File: src/rtl/reloj_pkg.sv
// Shared types, digit limits and BCD increment helpers for the time-of-day counter.
package reloj_pkg;

   typedef logic [3:0] bcd_t;

   localparam bcd_t MAX_U         = 4'd9;
   localparam bcd_t MAX_SEG_D     = 4'd5;
   localparam bcd_t MAX_MIN_D     = 4'd5;
   localparam bcd_t MAX_HORA_D    = 4'd2;
   localparam bcd_t MAX_HORA_U_23 = 4'd3;

   // Returns {carry, next}; wraps to 0 and raises carry when the digit is at its limit.
   function automatic logic [4:0] inc_dig(input bcd_t v, input bcd_t max);
      logic [4:0] r;
      if (v == max) begin
         r = {1'b1, 4'd0};
      end else begin
         r = {1'b0, v + 4'd1};
      end
      return r;
   endfunction

   function automatic logic [7:0] inc_hora(input bcd_t d, input bcd_t u);
      logic [7:0] r;
      if ((d == MAX_HORA_D) && (u == MAX_HORA_U_23)) begin
         r = 8'h00;
      end else if (u == MAX_U) begin
         r = {d + 4'd1, 4'd0};
      end else begin
         r = {d, u + 4'd1};
      end
      return r;
   endfunction

endpackage

File: src/rtl/divisor_frecuencia.sv
// Prescaler dividing the system clock by exactly CLK_HZ; tick strobes in the cycle the count sits at CLK_HZ-1.
module divisor_frecuencia #(
   parameter int CLK_HZ = 50_000_000
) (
   input  logic clk,
   input  logic rst_n,
   input  logic clr,
   output logic tick
);

   localparam int             W    = (CLK_HZ > 1) ? $clog2(CLK_HZ) : 1;
   localparam logic [W-1:0]   LAST = W'(CLK_HZ - 1);
   localparam logic [W-1:0]   ONE  = W'(1);

   logic [W-1:0] r_cnt;

   // Free-running 0..CLK_HZ-1 count, parked at zero while clr is high.
   always_ff @(posedge clk or negedge rst_n) begin
      if (!rst_n) begin
         r_cnt <= '0;
      end else if (clr) begin
         r_cnt <= '0;
      end else if (r_cnt == LAST) begin
         r_cnt <= '0;
      end else begin
         r_cnt <= r_cnt + ONE;
      end
   end

   // Wrap strobe; the consumer registers it, so it never reaches a port directly.
   assign tick = (r_cnt == LAST) && !clr;

endmodule

File: src/rtl/reloj_bcd.sv
// 24-hour hh:mm:ss BCD time-of-day counter with a manual set mode.
module reloj_bcd
   import reloj_pkg::*;
#(
   parameter int CLK_HZ = 50_000_000
) (
   input  logic       clk,
   input  logic       rst_n,
   input  logic       ajuste,
   input  logic       inc_minutos,
   input  logic       inc_horas,
   output logic [3:0] hora_d,
   output logic [3:0] hora_u,
   output logic [3:0] min_d,
   output logic [3:0] min_u,
   output logic [3:0] seg_d,
   output logic [3:0] seg_u,
   output logic       tick_1hz
);

   logic w_tick;
   bcd_t r_hora_d, r_hora_u, r_min_d, r_min_u, r_seg_d, r_seg_u;
   bcd_t w_hora_d, w_hora_u, w_min_d, w_min_u, w_seg_d, w_seg_u;
   logic r_tick;
   logic [4:0] w_su, w_sd, w_mu, w_md;
   logic [7:0] w_h;
   logic w_c0, w_c1, w_c2, w_c3;

   divisor_frecuencia #(.CLK_HZ(CLK_HZ)) u_div (
      .clk   (clk),
      .rst_n (rst_n),
      .clr   (ajuste),
      .tick  (w_tick)
   );

   // Next-state digits: set-mode increments take priority over the run-mode carry chain.
   always_comb begin
      w_hora_d = r_hora_d;
      w_hora_u = r_hora_u;
      w_min_d  = r_min_d;
      w_min_u  = r_min_u;
      w_seg_d  = r_seg_d;
      w_seg_u  = r_seg_u;
      w_su = inc_dig(r_seg_u, MAX_U);
      w_sd = inc_dig(r_seg_d, MAX_SEG_D);
      w_mu = inc_dig(r_min_u, MAX_U);
      w_md = inc_dig(r_min_d, MAX_MIN_D);
      w_h  = inc_hora(r_hora_d, r_hora_u);
      w_c0 = w_su[4];
      w_c1 = w_c0 & w_sd[4];
      w_c2 = w_c1 & w_mu[4];
      w_c3 = w_c2 & w_md[4];
      if (ajuste) begin
         w_seg_d = 4'd0;
         w_seg_u = 4'd0;
         // Minutes wrap 59->00 here without touching the hours.
         if (inc_minutos) begin
            w_min_u = w_mu[3:0];
            w_min_d = w_mu[4] ? w_md[3:0] : r_min_d;
         end else begin
            w_min_u = r_min_u;
            w_min_d = r_min_d;
         end
         if (inc_horas) begin
            {w_hora_d, w_hora_u} = w_h;
         end else begin
            {w_hora_d, w_hora_u} = {r_hora_d, r_hora_u};
         end
      end else if (w_tick) begin
         w_seg_u = w_su[3:0];
         w_seg_d = w_c0 ? w_sd[3:0] : r_seg_d;
         w_min_u = w_c1 ? w_mu[3:0] : r_min_u;
         w_min_d = w_c2 ? w_md[3:0] : r_min_d;
         {w_hora_d, w_hora_u} = w_c3 ? w_h : {r_hora_d, r_hora_u};
      end else begin
         w_seg_u = r_seg_u;
      end
   end

   // Digit and tick registers; tick and new digits appear together.
   always_ff @(posedge clk or negedge rst_n) begin
      if (!rst_n) begin
         r_hora_d <= 4'd0;
         r_hora_u <= 4'd0;
         r_min_d  <= 4'd0;
         r_min_u  <= 4'd0;
         r_seg_d  <= 4'd0;
         r_seg_u  <= 4'd0;
         r_tick   <= 1'b0;
      end else begin
         r_hora_d <= w_hora_d;
         r_hora_u <= w_hora_u;
         r_min_d  <= w_min_d;
         r_min_u  <= w_min_u;
         r_seg_d  <= w_seg_d;
         r_seg_u  <= w_seg_u;
         r_tick   <= w_tick;
      end
   end

   assign hora_d   = r_hora_d;
   assign hora_u   = r_hora_u;
   assign min_d    = r_min_d;
   assign min_u    = r_min_u;
   assign seg_d    = r_seg_d;
   assign seg_u    = r_seg_u;
   assign tick_1hz = r_tick;

endmodule
File: config.mk
export PLATFORM = sky130hd
export DESIGN_NAME = reloj_bcd
export DESIGN_NICKNAME = d
export VERILOG_FILES = /design/src/rtl/reloj_pkg.sv /design/src/rtl/divisor_frecuencia.sv /design/src/rtl/reloj_bcd.sv
export SDC_FILE = /design/constraint.sdc
export NUM_CORES = 1
export LEC_CHECK = 0
export ABC_AREA = 0
export CAP_MARGIN = 20
export CORE_MARGIN = 2
export CORE_UTILIZATION = 25
export DETAILED_ROUTE_END_ITERATION = 12
export GPL_ROUTABILITY_DRIVEN = 0
export PLACE_DENSITY = 0.41
export REMOVE_ABC_BUFFERS = 1
export SYNTH_ARGS = -nofsm -noshare
export SYNTH_HDL_FRONTEND = slang
export SYNTH_SLANG_ARGS = --single-unit
File: constraint.sdc
create_clock -name clk -period 2.4 [get_ports clk]
set_input_delay 0.24 -clock clk [delete_from_list [all_inputs] [get_ports clk]]
set_output_delay 0.24 -clock clk [all_outputs]
set_load 0.05 [all_outputs]
==> results_dict.tcl <==
set metrics [dict create \
    status "completed" \
    fp.dieW_um 108.0 \
    cts_tree "built" \
    worstSetupStartpointType "register" \
    cp-end-kind "register" \
    powerDensity_nw_per_um2 738.7 \
    synth.yosys.seq_area_share_pct 47.18 \
    num_antenna_cells 0 \
    clock_sinks 51 \
    muxShareOfSynthArea_pct 3.238 \
    antenna_found_initial 0 \
    fmax_mhz 450.0 \
    grt_pass1_wl_mm 10.16 \
    rsz0062_at_grt "no" \
    yosys.area.top_type "dfrtp_1" \
    synth-seq-cells 51 \
    synth_top_family_by_area "simple AND/OR/NAND/NOR gates" \
    avgRoutedWirePerCell_um 12.78 \
    synthToLayoutAreaGrowth_pct 25.81 \
    drc 0 \
    portBuffers 29 \
    skew_ns 0.006258 \
    max_cap_viol_count 0 \
    fp.dieArea_um2 11670 \
    path_clk_slew_ns 0.10 \
    path_max_fanout 5 \
    min_path_type "input pin to asynchronous set/reset pin" \
    grt_use_met1_pct 14.91 \
    ff_latch_area_um2 1276 \
    swShare_pct 39.56 \
    worst-endpoint-arrival_ns 2.42 \
    io_pins 30 \
    p_clk_share_pct 20.0 \
    synthFlopType "dfrtp_1" \
    grt-busiest-layer "met2" \
    core_um2 10420 \
    yosysWarningCount 0 \
    period_share_pct 92.60 \
    numCtsBuffers 5 \
    globalRouteOverflowTotal 0 \
    initial_utilization_pct 25.97 \
    final_common_cell "nor2_1" \
    grt_util_met2_pct 17.79 \
    fin_crit_ns 2.222 \
    synthAdderAreaFrac_pct 4.163 \
    p_comb_share_pct 36.8 \
    rrSetupSlack_ns 0.18 \
    grt.total_usage_pct 10.88 \
    synth_edf_count 0 \
    htreeDepth 2 \
    fin_nets 339 \
    hold_violations 0 \
    power.share.sequential_pct 43.2 \
    rows 37 \
    dr.first_iter.drc_count 77 \
    fill_cells 1092 \
    root_buffer "clkbuf_8" \
    layout_common_cells "nor2_1 (52), dfrtp_1 (51), clkdlybuf4s50_1 (28), xnor2_1 (23), nand2_1 (20)" \
    power.internal_mw 1.520 \
    worstSetupPathType "register to register" \
    synth_compound_area_share_pct 7.586 \
    cts_buffer_depth 2 \
    die_y_um 108.0 \
    p_leak_nw 1.423 \
    holdWs_ns 0.4815 \
    setup_viol 0 \
    wirelength_mm 5.905 \
    drt_pass1_iterations 4 \
    ys_top_cells_by_area "dfrtp_1 (47%), xnor2_1 (7.4%), nor2_1 (7.2%)" \
    setup_tns_ns 0 \
    ant_nets 0 \
    worst_pin_slew_ns 0.6082 \
    multi_input_area_um2 1379 \
    via_per_inst 4.455 \
    vias 2058 \
    fin_area_um2 3403 \
    critPathLaunch "seg_u[1]" \
    cts_setup_buffers 0 \
    synth_cells 276 \
    ys_types 45 \
    cp.required_ns 2.59 \
    ir_drop_mv 0.4575 \
    synth_xor_area_share_pct 9.713 \
    dp_hpwl_mm 4.223 \
    grt_pass1_vias 2056 \
    timing.rr.start "seg_u[1]" \
    slew_headroom_pct 59.46 \
    avgSynthCellArea_um2 9.801 \
    synthSimpleGateAreaFrac_pct 25.49 \
    place_area_um2 3287 \
    grt_max_degree 28 \
    drive_gt1_share_pct 13.19 \
    clkLatencyLatePin_ns 0.30 \
    syn-cell-area_um2 2705 \
    synthArstFlopShare_pct 100.0 \
    met3_usage_pct 2.110 \
    synth_top_area_share_pct 47.18 \
    switching_power_uw 994.6 \
    finalMaxSlewViolations 0 \
]
[sequential cells by signal, summed over array words and instances (netlist names)]
signal,count
seg_u,4
hora_d,4
tick_1hz,1
min_u,4
min_d,4
hora_u,4
u_div.r_cnt,26
seg_d,4
[through the flow]
| step | setup WS, ns | cells | utilization (%) | power (mW) |
|---|---|---|---|---|
| floorplan | 0.004535 | 272 | - | 1.696 |
| global placement | 0.1354 | 453 | 31.56 | 2.035 |
| detailed placement | 0.03023 | 453 | 31.56 | 2.039 |
| CTS | 0.1609 | 462 | 32.47 | 2.559 |
| global route | 0.01655 | 462 | 32.67 | 2.678 |
| finish | 0.1777 | 462 | 32.67 | 2.514 |
[metal layers]
metal  vias up  part of all wire (%)
li1       1044                     -
met1       983                    51
met2        26                    44
met3         5                   3.6
met4         0                  0.86
met5         -                     0
[cells in the mapped netlist (3+ instances only)]
master and number:
and4_1 4, nor4_1 4, dfrtp_1 51, ha_1 9, nor4bb_1 3, buf_2 3, nand4_1 4, and3_1 4
xor2_1 7, nor3_1 5, nor2_1 52, mux2_2 5, nor2b_1 3, or2_2 3, nand3_1 16, inv_1 14
a21oi_1 6, o21ai_0 4, xnor2_1 23, nand2_1 20
[power groups by stage]
| stage | sequential [mW] | clock, mW | combinational (mW) |
|---|---|---|---|
| after CTS | 1.09 | 0.536 | 0.933 |
| final | 1.09 | 0.503 | 0.926 |
| after detailed placement | 1.11 | 0 | 0.931 |
| after global placement | 1.10 | 0 | 0.930 |
| after floorplan | 1.44 | 0 | 0.260 |
| after global routing | 1.12 | 0.566 | 0.996 |
[critical path, stage by stage (launching register included)]
cell and delay, ns:
dfrtp_1 0.43, inv_1 0.07, ha_1 0.15, nand3b_1 0.19
or4_4 0.52, nor4_4 0.28, o21ai_1 0.14, mux2_1 0.32
[logic make-up (layout without fill, tap and decap cells)]
logic type               after synthesis  in the layout
AND/OR/NAND/NOR                      131            131
buffers and inverters                 18             68
XOR/XNOR                              30             30
multiplexers                           8              8
AO/OA/AOI/OAI                         29             29
adder cells (fa/ha/maj)                9              9
flip-flops                            51             51
[repair_timing]
item                       in CTS  in global routing
gates resized for setup         0                  3
hold buffers                    1                  0
setup endpoints to repair       0                  6
hold endpoints to repair       24                  0
[path summary, 6_finish.rpt]
check | endpoint | depth (start not counted)
max in group asynchronous | u_div.r_cnt[16] | 3
setup / recovery | hora_d[1] | 7
hold / removal | hora_d[0] | 2
setup reg to reg | hora_d[1] | 7
min in group clk | u_div.r_cnt[0] | 1
hold reg to reg | u_div.r_cnt[0] | 1
[layout make-up]
cell class | count | share of cell area (%)
Clock buffer | 6 | 2.132
Clock inverter | 2 | 0.3676
Inverter | 14 | 1.544
Multi-Input combinational cell | 207 | 40.51
Sequential cell | 51 | 37.50
Tap cell | 136 | 5.000
Timing Repair Buffer | 46 | 12.94
Note: power is estimated with default switching activity, not from simulation.
